[src/rtl/processing_swap_control.sv]
// ---------------------------------------------------------------------------
// processing_swap_control
//
// Frame-level sequencer for the double-buffered projection pipeline. A frame
// is N_ITR iterations. Each iteration grants the state control permission
// to start the next iteration, then waits for the fill-done swap request.
// On a granted swap the active buffer bank flips, the iteration counter
// advances and the three accumulator bases step forward. After the last
// swap, one more sw_next_itr closes the frame with a done pulse.
//
// Ports
//   clk              in   system clock, rising edge
//   reset            in   asynchronous, active-high reset
//   kick             in   one-cycle frame start pulse (accepted in IDLE only)
//   buf_free         in   downstream bank free; a swap is held off while low
//   sw_next_itr      in   state control ready for the next iteration
//   sw_swap          in   state control fill done, requests swap
//   sw_next_itr_ack  out  one-cycle grant of the next iteration
//   sw_swap_ack      out  one-cycle grant of the swap
//   sw_sh_accu_base  out  shifter accumulator base      [SH_W]
//   sw_mp_accu_init  out  mapper accumulator init value [MP_W]
//   sw_mp_accu_base  out  mapper accumulator base       [MP_W]
//   bank_sel         out  active buffer bank
//   busy             out  high whenever the FSM is not in IDLE
//   done             out  one-cycle frame completion pulse
// All outputs are registered.
// ---------------------------------------------------------------------------
module processing_swap_control #(
    parameter int N_ITR        = 180,
    parameter int SH_W         = 16,
    parameter int MP_W         = 16,
    parameter int SH_STEP      = 1,
    parameter int MP_INIT_STEP = 1,
    parameter int MP_BASE_STEP = 1
) (
    input  logic            clk,
    input  logic            reset,
    input  logic            kick,
    input  logic            buf_free,
    input  logic            sw_next_itr,
    input  logic            sw_swap,
    output logic            sw_next_itr_ack,
    output logic            sw_swap_ack,
    output logic [SH_W-1:0] sw_sh_accu_base,
    output logic [MP_W-1:0] sw_mp_accu_init,
    output logic [MP_W-1:0] sw_mp_accu_base,
    output logic            bank_sel,
    output logic            busy,
    output logic            done
);

    // Counter holds 0..N_ITR inclusive.
    localparam int CNT_W = (N_ITR < 1) ? 1 : $clog2(N_ITR + 1);

    // Steps truncated to the accumulator width so additions wrap modulo 2^width.
    localparam logic [SH_W-1:0]  SH_INC      = SH_W'(SH_STEP);
    localparam logic [MP_W-1:0]  MP_INIT_INC = MP_W'(MP_INIT_STEP);
    localparam logic [MP_W-1:0]  MP_BASE_INC = MP_W'(MP_BASE_STEP);
    localparam logic [CNT_W-1:0] CNT_LAST    = CNT_W'(N_ITR);

    typedef enum logic [1:0] {
        IDLE      = 2'd0,
        WAIT_ITR  = 2'd1,
        WAIT_SWAP = 2'd2,
        WAIT_LAST = 2'd3
    } state_t;

    state_t           state_r;
    logic [CNT_W-1:0] itr_cnt_r;
    logic [CNT_W-1:0] itr_cnt_inc_s;
    logic             last_itr_s;
    logic             swap_grant_s;

    // Next-count and end-of-frame decode used on the swap-grant edge.
    always_comb begin
        itr_cnt_inc_s = itr_cnt_r + {{(CNT_W-1){1'b0}}, 1'b1};
        if (itr_cnt_inc_s == CNT_LAST) begin
            last_itr_s = 1'b1;
        end else begin
            last_itr_s = 1'b0;
        end
    end

    // A swap is granted only when requested and the downstream bank is free.
    always_comb begin
        if ((state_r == WAIT_SWAP) && sw_swap && buf_free) begin
            swap_grant_s = 1'b1;
        end else begin
            swap_grant_s = 1'b0;
        end
    end

    // Frame FSM with all outputs registered; pulses default low each cycle.
    always_ff @(posedge clk or posedge reset) begin
        if (reset) begin
            state_r         <= IDLE;
            itr_cnt_r       <= '0;
            sw_next_itr_ack <= 1'b0;
            sw_swap_ack     <= 1'b0;
            sw_sh_accu_base <= '0;
            sw_mp_accu_init <= '0;
            sw_mp_accu_base <= '0;
            bank_sel        <= 1'b0;
            busy            <= 1'b0;
            done            <= 1'b0;
        end else begin
            sw_next_itr_ack <= 1'b0;
            sw_swap_ack     <= 1'b0;
            done            <= 1'b0;
            case (state_r)
                IDLE: begin
                    if (kick) begin
                        itr_cnt_r       <= '0;
                        sw_sh_accu_base <= '0;
                        sw_mp_accu_init <= '0;
                        sw_mp_accu_base <= '0;
                        bank_sel        <= 1'b0;
                        busy            <= 1'b1;
                        state_r         <= WAIT_ITR;
                    end
                end
                WAIT_ITR: begin
                    if (sw_next_itr) begin
                        sw_next_itr_ack <= 1'b1;
                        state_r         <= WAIT_SWAP;
                    end
                end
                WAIT_SWAP: begin
                    // Without buf_free the request simply stalls here.
                    if (swap_grant_s) begin
                        sw_swap_ack     <= 1'b1;
                        bank_sel        <= ~bank_sel;
                        itr_cnt_r       <= itr_cnt_inc_s;
                        sw_sh_accu_base <= sw_sh_accu_base + SH_INC;
                        sw_mp_accu_init <= sw_mp_accu_init + MP_INIT_INC;
                        sw_mp_accu_base <= sw_mp_accu_base + MP_BASE_INC;
                        state_r         <= last_itr_s ? WAIT_LAST : WAIT_ITR;
                    end
                end
                WAIT_LAST: begin
                    // Final sw_next_itr marks the last shift finished: no ack.
                    if (sw_next_itr) begin
                        done    <= 1'b1;
                        busy    <= 1'b0;
                        state_r <= IDLE;
                    end
                end
                default: begin
                    busy    <= 1'b0;
                    state_r <= IDLE;
                end
            endcase
        end
    end

endmodule
[config.mk]
export PLATFORM = sky130hd
export DESIGN_NAME = processing_swap_control
export DESIGN_NICKNAME = d
export VERILOG_FILES = /design/src/rtl/processing_swap_control.sv
export SDC_FILE = /design/constraint.sdc
export NUM_CORES = 1
export LEC_CHECK = 0
export ABC_AREA = 1
export BUFFER_PORTS_ARGS = -buffer_cell sky130_fd_sc_hd__buf_2
export CELL_PAD_IN_SITES_DETAIL_PLACEMENT = 0
export CELL_PAD_IN_SITES_GLOBAL_PLACEMENT = 1
export CORE_UTILIZATION = 35
export DETAILED_ROUTE_END_ITERATION = 16
export PLACE_DENSITY = 0.69
export SLEW_MARGIN = 25
export SYNTH_ARGS = -nofsm -noshare
export SYNTH_HDL_FRONTEND = slang
export SYNTH_SLANG_ARGS = --single-unit
[constraint.sdc]
create_clock -name clk -period 3.3 [get_ports clk]
set_input_delay 0.99 -clock clk [delete_from_list [all_inputs] [get_ports clk]]
set_output_delay 0.99 -clock clk [all_outputs]
set_load 0.02 [all_outputs]
==> report_table.html, run 1 <==
<table>
<tr><th>Metric</th><th>Value</th></tr>
<tr><th colspan="2">Critical path</th></tr>
<tr><td>Depth of the worst register-to-register path</td><td>8</td></tr>
<tr><td>Nature of the critical path endpoint</td><td>flop</td></tr>
<tr><td>Critical setup path kind</td><td>input pin to flop</td></tr>
<tr><td>Source of the worst register-to-register timing path</td><td>state_r[1]</td></tr>
<tr><td>Data required time at the worst endpoint</td><td>3530 ps</td></tr>
<tr><td>Worst endpoint data arrival time</td><td>2350 ps</td></tr>
<tr><td>Reg2Reg Setup Slack</td><td>1280 ps</td></tr>
<tr><td>Critical register-to-register path endpoint</td><td>sw_sh_accu_base[8]</td></tr>
<tr><td>Startpoint class of the critical path</td><td>input pin</td></tr>
<tr><td>Biggest fanout along the worst timing path</td><td>44</td></tr>
<tr><th colspan="2">Power and ir drop</th></tr>
<tr><td>Sw Share</td><td>39.1%</td></tr>
<tr><td>Internal cell power</td><td>1390 µW</td></tr>
<tr><td>Total power density per cell area</td><td>547 nW/µm²</td></tr>
<tr><td>Clock share of power</td><td>29.6%</td></tr>
<tr><td>Sum of internal, switching and leakage power</td><td>2290 µW</td></tr>
<tr><td>Comb power frac</td><td>28.7%</td></tr>
<tr><td>Leakage</td><td>0.00201 µW</td></tr>
<tr><td>Worst vdd ir</td><td>0.244 mV</td></tr>
<tr><td>Sequential share of power</td><td>41.7%</td></tr>
<tr><td>Net switching power of the design</td><td>896 µW</td></tr>
<tr><th colspan="2">Floorplanning</th></tr>
<tr><td>CORE AREA</td><td>9910 µm²</td></tr>
<tr><td>Row cnt</td><td>36</td></tr>
<tr><td>I/O Pins</td><td>59</td></tr>
<tr><td>Initial Utilization</td><td>36.5%</td></tr>
<tr><td>Die height</td><td>104 µm</td></tr>
<tr><td>Die Wd</td><td>104 µm</td></tr>
<tr><td>Die Outline Area</td><td>10700 µm²</td></tr>
<tr><th colspan="2">STA</th></tr>
<tr><td>Fmax</td><td>471 MHz</td></tr>
<tr><td>Unrepaired setup endpoints after global routing</td><td>no</td></tr>
<tr><td>Final-layout setup total negative slack</td><td>0 ps</td></tr>
<tr><td>Post-route fraction of the period consumed by the critical path</td><td>64.4%</td></tr>
<tr><td>Actual transition at the worst max-transition pin</td><td>684 ps</td></tr>
<tr><td>Count of endpoints failing hold in the final timing report</td><td>0</td></tr>
<tr><td>Setup-violating endpoint count in the final report</td><td>0</td></tr>
<tr><td>Pins over their slew limit</td><td>0</td></tr>
<tr><td>Worst setup skew after layout</td><td>6.95 ps</td></tr>
<tr><td>Final critical-path required period</td><td>2120 ps</td></tr>
<tr><td>Worst-case headroom to the max-slew limit</td><td>54.3%</td></tr>
<tr><td>Hold_ws</td><td>517 ps</td></tr>
<tr><th colspan="2">CTS</th></tr>
<tr><td>Clock tree sinks</td><td>63</td></tr>
<tr><td>Clock Pin Slew Worst Setup and Hold Paths</td><td>70 ps</td></tr>
<tr><td>Clock Root Buffer</td><td>sky130_fd_sc_hd__clkbuf_8</td></tr>
<tr><td>Hold-fix buffer count after cts</td><td>0</td></tr>
<tr><td>TritonCTS clock tree</td><td>built</td></tr>
<tr><td>CTS H-tree lvls</td><td>3</td></tr>
<tr><td>Bufs on Longest Clock Path</td><td>2</td></tr>
<tr><td>Worst-Skew Late Latency</td><td>340 ps</td></tr>
<tr><td>Total clock buffers created by CTS</td><td>9</td></tr>
<tr><td>Post-cts repair resize count</td><td>0</td></tr>
<tr><td>Post CTS Setup Buffer Count</td><td>0</td></tr>
<tr><th colspan="2">Detailed routing</th></tr>
<tr><td>1st-iter DRT viols</td><td>107</td></tr>
<tr><td>Total via count in the routed design</td><td>3303</td></tr>
<tr><td>Length of the first detailed-routing pass in iterations</td><td>4</td></tr>
<tr><td>DRC violation count after routing</td><td>0</td></tr>
<tr><td>Routed length per instance</td><td>14.1 µm</td></tr>
<tr><td>Total Routed Length</td><td>9.29 mm</td></tr>
<tr><td>Routed vias/inst</td><td>5.00</td></tr>
<tr><td>Final ANT Viol Nets</td><td>0</td></tr>
<tr><th colspan="2">Global route</th></tr>
<tr><td>First-pass GRT wire length</td><td>15.9 mm</td></tr>
<tr><td>Total GRT Usage</td><td>18.4%</td></tr>
<tr><td>Via count of the first global-routing pass</td><td>3168</td></tr>
<tr><td>Initial antenna violation count</td><td>0</td></tr>
<tr><td>Remaining global-route overflow</td><td>0</td></tr>
<tr><td>Pin count of the biggest net entering global routing</td><td>45</td></tr>
<tr><th colspan="2">Final layout</th></tr>
<tr><td>Final Non-Filler Cells</td><td>661</td></tr>
<tr><td>Number of fill cells in the layout</td><td>1071</td></tr>
<tr><td>Fraction of layout cells with a size suffix above 1</td><td>18.9%</td></tr>
<tr><td>Relative area change from synthesis to final layout</td><td>15.9%</td></tr>
<tr><td>Most common library cell in the layout ignoring fill and taps</td><td>sky130_fd_sc_hd__nand2_1</td></tr>
<tr><td>Antenna diodes</td><td>0</td></tr>
<tr><td>Commonest cells after routing, fill and taps aside</td><td>sky130_fd_sc_hd__nand2_1, sky130_fd_sc_hd__dfrtp_1, sky130_fd_sc_hd__buf_2</td></tr>
<tr><td>Post-Layout Inst Area</td><td>4190 µm²</td></tr>
<tr><td>Layout Nets</td><td>533</td></tr>
<tr><th colspan="2">Synthesis</th></tr>
<tr><td>Register bit total from synthesis</td><td>63</td></tr>
<tr><td>Number of distinct standard cells referenced by the synthesized netlist</td><td>38</td></tr>
<tr><td>YS warnings</td><td>0</td></tr>
<tr><td>Syn nets</td><td>475</td></tr>
<tr><td>Most used flip-flop cell after synthesis</td><td>sky130_fd_sc_hd__dfrtp_1</td></tr>
<tr><td>Gate count after technology mapping</td><td>465</td></tr>
<tr><td>Post-Syn Area</td><td>3610 µm²</td></tr>
<tr><td>Post-synthesis sequential area ratio</td><td>43.6%</td></tr>
<tr><td>Share of flip-flops with an asynchronous set or reset after synthesis</td><td>100%</td></tr>
<tr><td>Mean instance size in the synthesized netlist</td><td>7.77 µm²</td></tr>
<tr><td>Count of flip-flops with a built-in enable after synthesis</td><td>0</td></tr>
<tr><th colspan="2">Placement</th></tr>
<tr><td>Hpwl dp</td><td>6.39 mm</td></tr>
<tr><td>GPL Wtd Cong</td><td>0.763</td></tr>
<tr><td>Cell total after placement</td><td>645</td></tr>
<tr><td>Placed Instance Area</td><td>4000 µm²</td></tr>
<tr><td>Buffers added on ports</td><td>58</td></tr>
<tr><th colspan="2">Min path</th></tr>
<tr><td>Hold Path Sink</td><td>bank_sel</td></tr>
<tr><td>Worst Hold Depth</td><td>1</td></tr>
<tr><td>Hold wc startpoint</td><td>bank_sel</td></tr>
<tr><td>Hold crit path type</td><td>flop to flop</td></tr>
<tr><th colspan="2">Outcome</th></tr>
<tr><td>Status</td><td>complete, no violations</td></tr>
<tr><th colspan="2">Run</th></tr>
<tr><td>MaxCap Viol Count</td><td>0</td></tr>
</table>
-- worst max path at each step --
stage,start,to
global route,buf_free,sw_sh_accu_base[8]
CTS,buf_free,sw_sh_accu_base[8]
floorplan,reset,bank_sel
detailed placement,buf_free,sw_sh_accu_base[8]
finish,buf_free,sw_sh_accu_base[8]
global placement,buf_free,sw_sh_accu_base[8]
-- worst max-delay path, cell delays in order --
cell and delay [ps]:
sky130_fd_sc_hd__buf_2 110, sky130_fd_sc_hd__nand4_4 270, sky130_fd_sc_hd__nand2_4 510, sky130_fd_sc_hd__nand2_1 130
sky130_fd_sc_hd__nor2_2 150, sky130_fd_sc_hd__nand2_1 70, sky130_fd_sc_hd__nand2_1 60, sky130_fd_sc_hd__a21oi_1 50
-- layer usage --
| layer | routed length [µm] | track usage, % | up-vias |
|---|---|---|---|
| met5 | 0 | 0 | - |
| li1 | - | - | 1661 |
| met1 | 4680 | 25.2 | 1570 |
| met4 | 119 | 7.04 | 0 |
| met3 | 291 | 2.64 | 12 |
| met2 | 4200 | 29.5 | 60 |
-- power by group through the flow --
stage	Clock, µW	Sequential, µW	Combinational (µW)
after floorplan	0	1030	454
after global placement	0	966	665
after detailed placement	0	967	671
after CTS	697	955	671
after global routing	728	969	734
final	679	955	657
-- state kept, by name, indices dropped and copies added, names as in the netlist --
name             cells
bank_sel             1
sw_mp_accu_init     16
sw_swap_ack          1
sw_next_itr_ack      1
state_r              2
sw_sh_accu_base     16
done                 1
busy                 1
sw_mp_accu_base     16
itr_cnt_r            8
-- cells by family (layout without fill, tap and decap cells) --
| group | Yosys count | in the layout | synth area share (%) |
|---|---|---|---|
| DFF | 63 | 63 | 43.6 |
| and+or+nand+nor | 262 | 262 | 34.4 |
| buffers and inverters | 66 | 129 | 8.17 |
| AOI/OAI and AO/OA | 65 | 65 | 11.2 |
| adders and majority gates | 4 | 4 | 1.38 |
| xor gates and xnor gates | 5 | 5 | 1.21 |
-- Yosys cell counts, types with 3 or more instances --
cell / instances / share of area (%)
sky130_fd_sc_hd__a21oi_1: 20 / 2.8
sky130_fd_sc_hd__a22o_1: 3 / 0.73
sky130_fd_sc_hd__buf_2: 5 / 0.69
sky130_fd_sc_hd__buf_4: 3 / 0.62
sky130_fd_sc_hd__buf_6: 4 / 1.2
sky130_fd_sc_hd__dfrtp_1: 63 / 44
sky130_fd_sc_hd__ha_1: 4 / 1.4
sky130_fd_sc_hd__inv_1: 51 / 5.3
sky130_fd_sc_hd__inv_2: 3 / 0.31
sky130_fd_sc_hd__nand2_1: 117 / 12
sky130_fd_sc_hd__nand3_1: 35 / 4.8
sky130_fd_sc_hd__nand4_1: 22 / 3.8
sky130_fd_sc_hd__nor2_1: 54 / 5.6
sky130_fd_sc_hd__nor2_4: 4 / 1.2
sky130_fd_sc_hd__nor3_1: 14 / 1.9
sky130_fd_sc_hd__nor3_2: 4 / 1.1
sky130_fd_sc_hd__o21ai_0: 20 / 2.8
sky130_fd_sc_hd__o21ai_1: 6 / 0.83
sky130_fd_sc_hd__o21bai_1: 3 / 0.62
sky130_fd_sc_hd__o22ai_2: 4 / 1.4
sky130_fd_sc_hd__xor2_1: 5 / 1.2
-- final cells by class --
cell class	count	area (µm²)	share of cell area (%)
Inverter	54	203	4.84
Tap cell	133	166	3.97
Clock buffer	12	145	3.46
Multi-Input combinational cell	336	1740	41.6
Timing Repair Buffer	59	310	7.41
Clock inverter	4	45.0	1.08
Sequential cell	63	1580	37.6
-- per-stage QoR --
stage | setup WS, ps | util [%]
global placement | 836 | 40.4
floorplan | 740 | -
global route | 997 | 42.3
CTS | 1150 | 42.3
detailed placement | 790 | 40.4
finish | 1180 | 42.3
Note: power is estimated with default switching activity, not from simulation.
==> run 2: changes to the inputs <==
--- a/config.mk
+++ b/config.mk
@@ -11,7 +11,7 @@
 export CELL_PAD_IN_SITES_GLOBAL_PLACEMENT = 1
 export CORE_UTILIZATION = 35
 export DETAILED_ROUTE_END_ITERATION = 16
-export PLACE_DENSITY = 0.69
+export PLACE_DENSITY = 0.72
 export SLEW_MARGIN = 25
 export SYNTH_ARGS = -nofsm -noshare
 export SYNTH_HDL_FRONTEND = slang
==> constraint.sdc (replaced) <==
create_clock -name clk -period 1.8 [get_ports clk]
set_input_delay 0.54 -clock clk [delete_from_list [all_inputs] [get_ports clk]]
set_output_delay 0.54 -clock clk [all_outputs]
set_load 0.02 [all_outputs]
==> report_table.html, run 2 (synthesis results as in run 1) <==
<table>
<tr><th>Metric</th><th>Value</th></tr>
<tr><th colspan="2">Detailed routing</th></tr>
<tr><td>Routed length per instance</td><td>14.1 µm (about the same)</td></tr>
<tr><td>1st-iter DRT viols</td><td>130 (was 107)</td></tr>
<tr><td>Routed vias/inst</td><td>4.97 (was 5.00)</td></tr>
<tr><td>Total Routed Length</td><td>9.52 mm (was 9.29 mm)</td></tr>
<tr><td>DRC violation count after routing</td><td>0 (unchanged)</td></tr>
<tr><td>Final ANT Viol Nets</td><td>0 (unchanged)</td></tr>
<tr><td>Total via count in the routed design</td><td>3353 (was 3303)</td></tr>
<tr><td>Length of the first detailed-routing pass in iterations</td><td>4 (unchanged)</td></tr>
<tr><th colspan="2">CTS</th></tr>
<tr><td>CTS H-tree lvls</td><td>3 (unchanged)</td></tr>
<tr><td>Post CTS Setup Buffer Count</td><td>0 (unchanged)</td></tr>
<tr><td>Clock tree sinks</td><td>63 (unchanged)</td></tr>
<tr><td>TritonCTS clock tree</td><td>built (unchanged)</td></tr>
<tr><td>Total clock buffers created by CTS</td><td>9 (unchanged)</td></tr>
<tr><td>Hold-fix buffer count after cts</td><td>0 (unchanged)</td></tr>
<tr><td>Bufs on Longest Clock Path</td><td>2 (unchanged)</td></tr>
<tr><td>Clock Pin Slew Worst Setup and Hold Paths</td><td>70 ps (about the same)</td></tr>
<tr><td>Worst-Skew Late Latency</td><td>340 ps (about the same)</td></tr>
<tr><td>Clock Root Buffer</td><td>sky130_fd_sc_hd__clkbuf_8 (unchanged)</td></tr>
<tr><th colspan="2">Placement</th></tr>
<tr><td>Worst setup timing slack at the placement stage</td><td>110 ps (was 790 ps)</td></tr>
<tr><td>GPL Wtd Cong</td><td>0.817 (was 0.763)</td></tr>
<tr><td>Hpwl dp</td><td>6.85 mm (was 6.39 mm)</td></tr>
<tr><td>Buffers added on ports</td><td>58 (unchanged)</td></tr>
<tr><th colspan="2">STA</th></tr>
<tr><td>Post-route fraction of the period consumed by the critical path</td><td>91.2%</td></tr>
<tr><td>Count of endpoints failing hold in the final timing report</td><td>0 (unchanged)</td></tr>
<tr><td>Worst-case headroom to the max-slew limit</td><td>73.8% (was 54.3%)</td></tr>
<tr><td>Final critical-path required period</td><td>1640 ps</td></tr>
<tr><td>Final-layout setup total negative slack</td><td>0 ps (unchanged)</td></tr>
<tr><td>Hold_ws</td><td>285 ps (was 517 ps)</td></tr>
<tr><td>Pins over their slew limit</td><td>0 (unchanged)</td></tr>
<tr><td>Setup-violating endpoint count in the final report</td><td>0 (unchanged)</td></tr>
<tr><td>Actual transition at the worst max-transition pin</td><td>389 ps (was 684 ps)</td></tr>
<tr><td>Fmax</td><td>609 MHz</td></tr>
<tr><td>Unrepaired setup endpoints after global routing</td><td>no (unchanged)</td></tr>
<tr><td>Slack of the critical path</td><td>158 ps (was 1180 ps)</td></tr>
<tr><td>Worst setup skew after layout</td><td>10.0 ps (was 6.95 ps)</td></tr>
<tr><th colspan="2">Global route</th></tr>
<tr><td>Remaining global-route overflow</td><td>0 (unchanged)</td></tr>
<tr><td>Initial antenna violation count</td><td>0 (unchanged)</td></tr>
<tr><td>Total GRT Usage</td><td>19.1% (was 18.4%)</td></tr>
<tr><td>Via count of the first global-routing pass</td><td>3229 (was 3168)</td></tr>
<tr><td>First-pass GRT wire length</td><td>16.5 mm (was 15.9 mm)</td></tr>
<tr><td>Pin count of the biggest net entering global routing</td><td>64 (was 45)</td></tr>
<tr><th colspan="2">Final layout</th></tr>
<tr><td>Antenna diodes</td><td>0 (unchanged)</td></tr>
<tr><td>Largest registers</td><td>sw_mp_accu_base: 16 flops, sw_mp_accu_init: 16 flops, sw_sh_accu_base: 16 flops (unchanged)</td></tr>
<tr><td>Layout Nets</td><td>546 (was 533)</td></tr>
<tr><td>Number of fill cells in the layout</td><td>1044 (was 1071)</td></tr>
<tr><td>Fraction of layout cells with a size suffix above 1</td><td>21.3% (was 18.9%)</td></tr>
<tr><td>Commonest cells after routing, fill and taps aside</td><td>sky130_fd_sc_hd__nand2_1, sky130_fd_sc_hd__dfrtp_1, sky130_fd_sc_hd__buf_2 (unchanged)</td></tr>
<tr><td>Utilization after layout</td><td>43.7% (was 42.3%)</td></tr>
<tr><td>Relative area change from synthesis to final layout</td><td>19.7% (was 15.9%)</td></tr>
<tr><td>FF+latch area</td><td>1580 µm² (unchanged)</td></tr>
<tr><td>Area occupied by multi-input gates</td><td>1750 µm² (was 1740 µm²)</td></tr>
<tr><td>Most common library cell in the layout ignoring fill and taps</td><td>sky130_fd_sc_hd__nand2_1 (unchanged)</td></tr>
<tr><th colspan="2">Min path</th></tr>
<tr><td>Hold crit path type</td><td>input pin to async pin (was flop to flop)</td></tr>
<tr><th colspan="2">Floorplanning</th></tr>
<tr><td>Die Wd</td><td>104 µm (unchanged)</td></tr>
<tr><td>CORE AREA</td><td>9910 µm² (unchanged)</td></tr>
<tr><td>Die height</td><td>104 µm (unchanged)</td></tr>
<tr><td>I/O Pins</td><td>59 (unchanged)</td></tr>
<tr><td>Die Outline Area</td><td>10700 µm² (unchanged)</td></tr>
<tr><td>Initial Utilization</td><td>36.5% (unchanged)</td></tr>
<tr><td>Row cnt</td><td>36 (unchanged)</td></tr>
<tr><th colspan="2">Critical path</th></tr>
<tr><td>Critical setup path kind</td><td>flop to flop (was input pin to flop)</td></tr>
<tr><td>Startpoint class of the critical path</td><td>flop (was input pin)</td></tr>
<tr><td>Data required time at the worst endpoint</td><td>2070 ps (was 3530 ps)</td></tr>
<tr><td>Worst endpoint data arrival time</td><td>1910 ps (was 2350 ps)</td></tr>
<tr><td>Nature of the critical path endpoint</td><td>flop (unchanged)</td></tr>
<tr><td>Biggest fanout along the worst timing path</td><td>4 (was 44)</td></tr>
<tr><th colspan="2">Run</th></tr>
<tr><td>MaxCap Viol Count</td><td>0 (unchanged)</td></tr>
<tr><th colspan="2">Power and ir drop</th></tr>
<tr><td>Leakage</td><td>0.00208 µW (was 0.00201 µW)</td></tr>
<tr><td>Worst vdd ir</td><td>0.341 mV (was 0.244 mV)</td></tr>
<tr><td>Sum of internal, switching and leakage power</td><td>4450 µW (was 2290 µW)</td></tr>
<tr><td>Total power density per cell area</td><td>1030 nW/µm² (was 547 nW/µm²)</td></tr>
<tr><th colspan="2">Outcome</th></tr>
<tr><td>Status</td><td>complete, no violations (unchanged)</td></tr>
</table>
## run 2: changes by cell type in the layout (fill, tap and decap cells not counted)
cell and change:
sky130_fd_sc_hd__buf_4 +12, sky130_fd_sc_hd__clkinvlp_4 +1, sky130_fd_sc_hd__nor3_1 -1, sky130_fd_sc_hd__clkinv_2 -1, sky130_fd_sc_hd__clkbuf_8 +2, sky130_fd_sc_hd__clkbuf_1 -1
sky130_fd_sc_hd__buf_12 +1, sky130_fd_sc_hd__nor3_2 +1, sky130_fd_sc_hd__inv_2 -1
## run 2: where the power goes
group          internal [µW]  switching [µW]  total, µW  leakage (µW)
Combinational            443             949       1390       0.00110
Sequential              1570             167       1740      0.000866
Clock                    750             573       1320      0.000109
## run 2: layer usage
layer  track usage, %  wire length (µm)  vias to the layer above
met3             2.71               299                        9
met4             7.56               122                        0
li1                 -                 -                     1683
met5                0                 0                        -
met1             26.0              4680                     1597
met2             30.7              4420                       64
## run 2: what timing repair did
action,4_1_cts,5_1_grt
resized for setup,0,1
setup endpoints to repair,0,2
hold endpoints to repair,0,0
## run 2: final timing paths
check                              startpoint                  to  slack [ps]  cells past startpoint
min reg2reg                          bank_sel            bank_sel         540                      1
min in group clk                  sw_next_itr          state_r[0]         420                      2
max                        sw_sh_accu_base[1]  sw_sh_accu_base[8]         160                      7
max in group asynchronous               reset  sw_mp_accu_base[4]        1230                      3
min                                     reset         sw_swap_ack         290                      3
max reg2reg                sw_sh_accu_base[1]  sw_sh_accu_base[8]         160                      7
## run 2: cell type report
| class | count | area share [%] |
|---|---|---|
| clock inverters | 3 | 0.925 |
| well taps | 133 | 3.85 |
| flip-flops and latches | 63 | 36.4 |
| clock buffers | 13 | 3.90 |
| inverters | 54 | 4.77 |
| multi-input cells | 336 | 40.4 |
| repair buffers | 72 | 9.72 |
## run 2: critical path, stage by stage (launching register included)
cell	delay, ps
sky130_fd_sc_hd__dfrtp_1	400
sky130_fd_sc_hd__ha_1	250
sky130_fd_sc_hd__nand2_1	150
sky130_fd_sc_hd__nor3_2	320
sky130_fd_sc_hd__nand2_1	110
sky130_fd_sc_hd__nor2_2	140
sky130_fd_sc_hd__nand2_1	70
sky130_fd_sc_hd__a21oi_1	140
## run 2: through the flow
stage / cells / cell area, µm²
after global placement: 658 / 4110
after floorplan: 465 / 3620
after global routing: 674 / 4330
after CTS: 674 / 4320
after detailed placement: 658 / 4110
final: 674 / 4330
==> run 3: changes to the inputs <==
--- a/config.mk
+++ b/config.mk
@@ -9,6 +9,7 @@
 export BUFFER_PORTS_ARGS = -buffer_cell sky130_fd_sc_hd__buf_2
 export CELL_PAD_IN_SITES_DETAIL_PLACEMENT = 0
 export CELL_PAD_IN_SITES_GLOBAL_PLACEMENT = 1
+export CORE_MARGIN = 2
 export CORE_UTILIZATION = 35
 export DETAILED_ROUTE_END_ITERATION = 16
 export PLACE_DENSITY = 0.72
==> report_table.html, run 3 (synthesis results as in run 1) <==
<table>
<tr><th>Metric</th><th>Value</th></tr>
<tr><th colspan="2">Detailed routing</th></tr>
<tr><td>Final ANT Viol Nets</td><td>0 (unchanged)</td></tr>
<tr><td>Routed length per instance</td><td>14.3 µm (was 14.1 µm)</td></tr>
<tr><td>Total Routed Length</td><td>9.64 mm (was 9.52 mm)</td></tr>
<tr><td>Length of the first detailed-routing pass in iterations</td><td>4 (unchanged)</td></tr>
<tr><td>1st-iter DRT viols</td><td>148 (was 130)</td></tr>
<tr><td>Routed vias/inst</td><td>4.97 (about the same)</td></tr>
<tr><td>DRC violation count after routing</td><td>0 (unchanged)</td></tr>
<tr><td>Total via count in the routed design</td><td>3357 (was 3353)</td></tr>
<tr><th colspan="2">Global route</th></tr>
<tr><td>Pin count of the biggest net entering global routing</td><td>25 (was 64)</td></tr>
<tr><td>Total GRT Usage</td><td>18.2% (was 19.1%)</td></tr>
<tr><td>Initial antenna violation count</td><td>0 (unchanged)</td></tr>
<tr><td>Remaining global-route overflow</td><td>0 (unchanged)</td></tr>
<tr><td>Via count of the first global-routing pass</td><td>3201 (was 3229)</td></tr>
<tr><td>First-pass GRT wire length</td><td>16.2 mm (was 16.5 mm)</td></tr>
<tr><th colspan="2">Critical path</th></tr>
<tr><td>Startpoint class of the critical path</td><td>flop (unchanged)</td></tr>
<tr><td>Worst endpoint data arrival time</td><td>1870 ps (was 1910 ps)</td></tr>
<tr><td>Nature of the critical path endpoint</td><td>flop (unchanged)</td></tr>
<tr><td>Biggest fanout along the worst timing path</td><td>23 (was 4)</td></tr>
<tr><td>Data required time at the worst endpoint</td><td>2070 ps (about the same)</td></tr>
<tr><td>Critical setup path kind</td><td>flop to flop (unchanged)</td></tr>
<tr><th colspan="2">STA</th></tr>
<tr><td>Final critical-path required period</td><td>1600 ps (was 1640 ps)</td></tr>
<tr><td>Actual transition at the worst max-transition pin</td><td>487 ps (was 389 ps)</td></tr>
<tr><td>Count of endpoints failing hold in the final timing report</td><td>0 (unchanged)</td></tr>
<tr><td>Post-route fraction of the period consumed by the critical path</td><td>88.9% (was 91.2%)</td></tr>
<tr><td>Pins over their slew limit</td><td>0 (unchanged)</td></tr>
<tr><td>Worst-case headroom to the max-slew limit</td><td>67.5% (was 73.8%)</td></tr>
<tr><td>Final-layout setup total negative slack</td><td>0 ps (unchanged)</td></tr>
<tr><td>Worst setup skew after layout</td><td>15.8 ps (was 10.0 ps)</td></tr>
<tr><td>Slack of the critical path</td><td>199 ps (was 158 ps)</td></tr>
<tr><td>Unrepaired setup endpoints after global routing</td><td>no (unchanged)</td></tr>
<tr><td>Fmax</td><td>625 MHz (was 609 MHz)</td></tr>
<tr><td>Setup-violating endpoint count in the final report</td><td>0 (unchanged)</td></tr>
<tr><th colspan="2">Floorplanning</th></tr>
<tr><td>CORE AREA</td><td>10200 µm² (was 9910 µm²)</td></tr>
<tr><td>Initial Utilization</td><td>35.5% (was 36.5%)</td></tr>
<tr><td>Die Wd</td><td>106 µm (was 104 µm)</td></tr>
<tr><td>Row cnt</td><td>37 (was 36)</td></tr>
<tr><td>Die height</td><td>106 µm (was 104 µm)</td></tr>
<tr><td>I/O Pins</td><td>59 (unchanged)</td></tr>
<tr><td>Die Outline Area</td><td>11200 µm² (was 10700 µm²)</td></tr>
<tr><th colspan="2">Placement</th></tr>
<tr><td>Buffers added on ports</td><td>58 (unchanged)</td></tr>
<tr><td>Hpwl dp</td><td>6.95 mm (was 6.85 mm)</td></tr>
<tr><td>GPL Wtd Cong</td><td>0.819 (was 0.817)</td></tr>
<tr><td>Worst setup timing slack at the placement stage</td><td>108 ps (was 110 ps)</td></tr>
<tr><td>Cell total after placement</td><td>660 (was 658)</td></tr>
<tr><th colspan="2">CTS</th></tr>
<tr><td>Clock Root Buffer</td><td>sky130_fd_sc_hd__clkbuf_8 (unchanged)</td></tr>
<tr><td>CTS H-tree lvls</td><td>3 (unchanged)</td></tr>
<tr><td>Bufs on Longest Clock Path</td><td>2 (unchanged)</td></tr>
<tr><td>Clock tree sinks</td><td>63 (unchanged)</td></tr>
<tr><td>Hold-fix buffer count after cts</td><td>0 (unchanged)</td></tr>
<tr><td>Clock Pin Slew Worst Setup and Hold Paths</td><td>80 ps (was 70 ps)</td></tr>
<tr><td>Worst-Skew Late Latency</td><td>350 ps (was 340 ps)</td></tr>
<tr><td>Post CTS Setup Buffer Count</td><td>0 (unchanged)</td></tr>
<tr><td>TritonCTS clock tree</td><td>built (unchanged)</td></tr>
<tr><td>Total clock buffers created by CTS</td><td>9 (unchanged)</td></tr>
<tr><th colspan="2">Final layout</th></tr>
<tr><td>Fraction of layout cells with a size suffix above 1</td><td>21.1% (was 21.3%)</td></tr>
<tr><td>Most common library cell in the layout ignoring fill and taps</td><td>sky130_fd_sc_hd__nand2_1 (unchanged)</td></tr>
<tr><td>Largest registers</td><td>sw_mp_accu_base: 16 flops, sw_mp_accu_init: 16 flops, sw_sh_accu_base: 16 flops (unchanged)</td></tr>
<tr><td>Antenna diodes</td><td>0 (unchanged)</td></tr>
<tr><td>Relative area change from synthesis to final layout</td><td>20.9% (was 19.7%)</td></tr>
<tr><td>Commonest cells after routing, fill and taps aside</td><td>sky130_fd_sc_hd__nand2_1, sky130_fd_sc_hd__dfrtp_1, sky130_fd_sc_hd__buf_2 (unchanged)</td></tr>
<tr><td>Final Non-Filler Cells</td><td>676 (was 674)</td></tr>
<tr><td>Layout Nets</td><td>545 (was 546)</td></tr>
<tr><td>Number of fill cells in the layout</td><td>1093 (was 1044)</td></tr>
<tr><th colspan="2">Power and ir drop</th></tr>
<tr><td>Total power density per cell area</td><td>1050 nW/µm² (was 1030 nW/µm²)</td></tr>
<tr><td>Leakage</td><td>0.00210 µW (was 0.00208 µW)</td></tr>
<tr><td>Worst vdd ir</td><td>0.427 mV (was 0.341 mV)</td></tr>
<tr><th colspan="2">Run</th></tr>
<tr><td>MaxCap Viol Count</td><td>0 (unchanged)</td></tr>
<tr><th colspan="2">Outcome</th></tr>
<tr><td>Status</td><td>complete, no violations (unchanged)</td></tr>
<tr><th colspan="2">Min path</th></tr>
<tr><td>Hold crit path type</td><td>input pin to async pin (unchanged)</td></tr>
</table>
[run 3: per-layer routing]
layer	wire length, µm	share of wire (%)	GRT usage [%]	vias to the layer above
li1	-	-	-	1697
met1	4590	48	24.4	1582
met2	4520	47	29.5	66
met3	371	3.9	2.84	12
met4	157	1.6	6.95	0
met5	0	0	0	-
[run 3: stage by stage]
step                      instance area (µm²)  total power, µW  hold slack (ps)  utilization [%]
after floorplan                          3620             2720              513                -
after global placement                   4130             3160              499             40.6
after detailed placement                 4130             3180              500             40.6
after CTS                                4360             4640              204             42.9
after global routing                     4370             4850              231             42.9
final                                    4370             4580              203             42.9
[run 3: what timing repair did]
action                     in CTS  in global routing
hold endpoints to repair        0                  0
setup endpoints to repair       0                  1
gates resized for setup         0                  1
[run 3: worst max-delay path, cell delays in order, from the launching register on]
cell                      delay, ps
sky130_fd_sc_hd__dfrtp_1        420
sky130_fd_sc_hd__inv_2          180
sky130_fd_sc_hd__nand4_4        190
sky130_fd_sc_hd__nand2_4        290
sky130_fd_sc_hd__nand2_1        100
sky130_fd_sc_hd__nor2_2         130
sky130_fd_sc_hd__nand2_1         60
sky130_fd_sc_hd__a21oi_1        140
[run 3: layout make-up]
cell class	instances	area, µm²	area share [%]
Clock buffer	10	138	3.15
Clock inverter	6	92.6	2.12
Inverter	54	206	4.72
Multi-Input combinational cell	336	1750	40.0
Sequential cell	63	1580	36.1
Tap cell	136	170	3.89
Timing Repair Buffer	71	438	10.0
[run 3: path summary, 6_finish.rpt]
check                             from            endpoint  slack [ps]  depth (start not counted)
setup / recovery            state_r[0]  sw_sh_accu_base[8]         200                          7
hold / removal                   reset     sw_next_itr_ack         200                          2
setup reg to reg            state_r[0]  sw_sh_accu_base[8]         200                          7
hold reg to reg               bank_sel            bank_sel         520                          1
max in group asynchronous        reset  sw_mp_accu_init[9]        1100                          3
min in group clk           sw_next_itr          state_r[0]         410                          2
[run 3: report_power, final]
part	internal (µW)	switching, µW	leakage (µW)	total (µW)
Combinational	452	934	0.00112	1390
Clock	824	617	0.000109	1440
Sequential	1570	181	0.000866	1750
Total	2850	1730	0.00210	4580
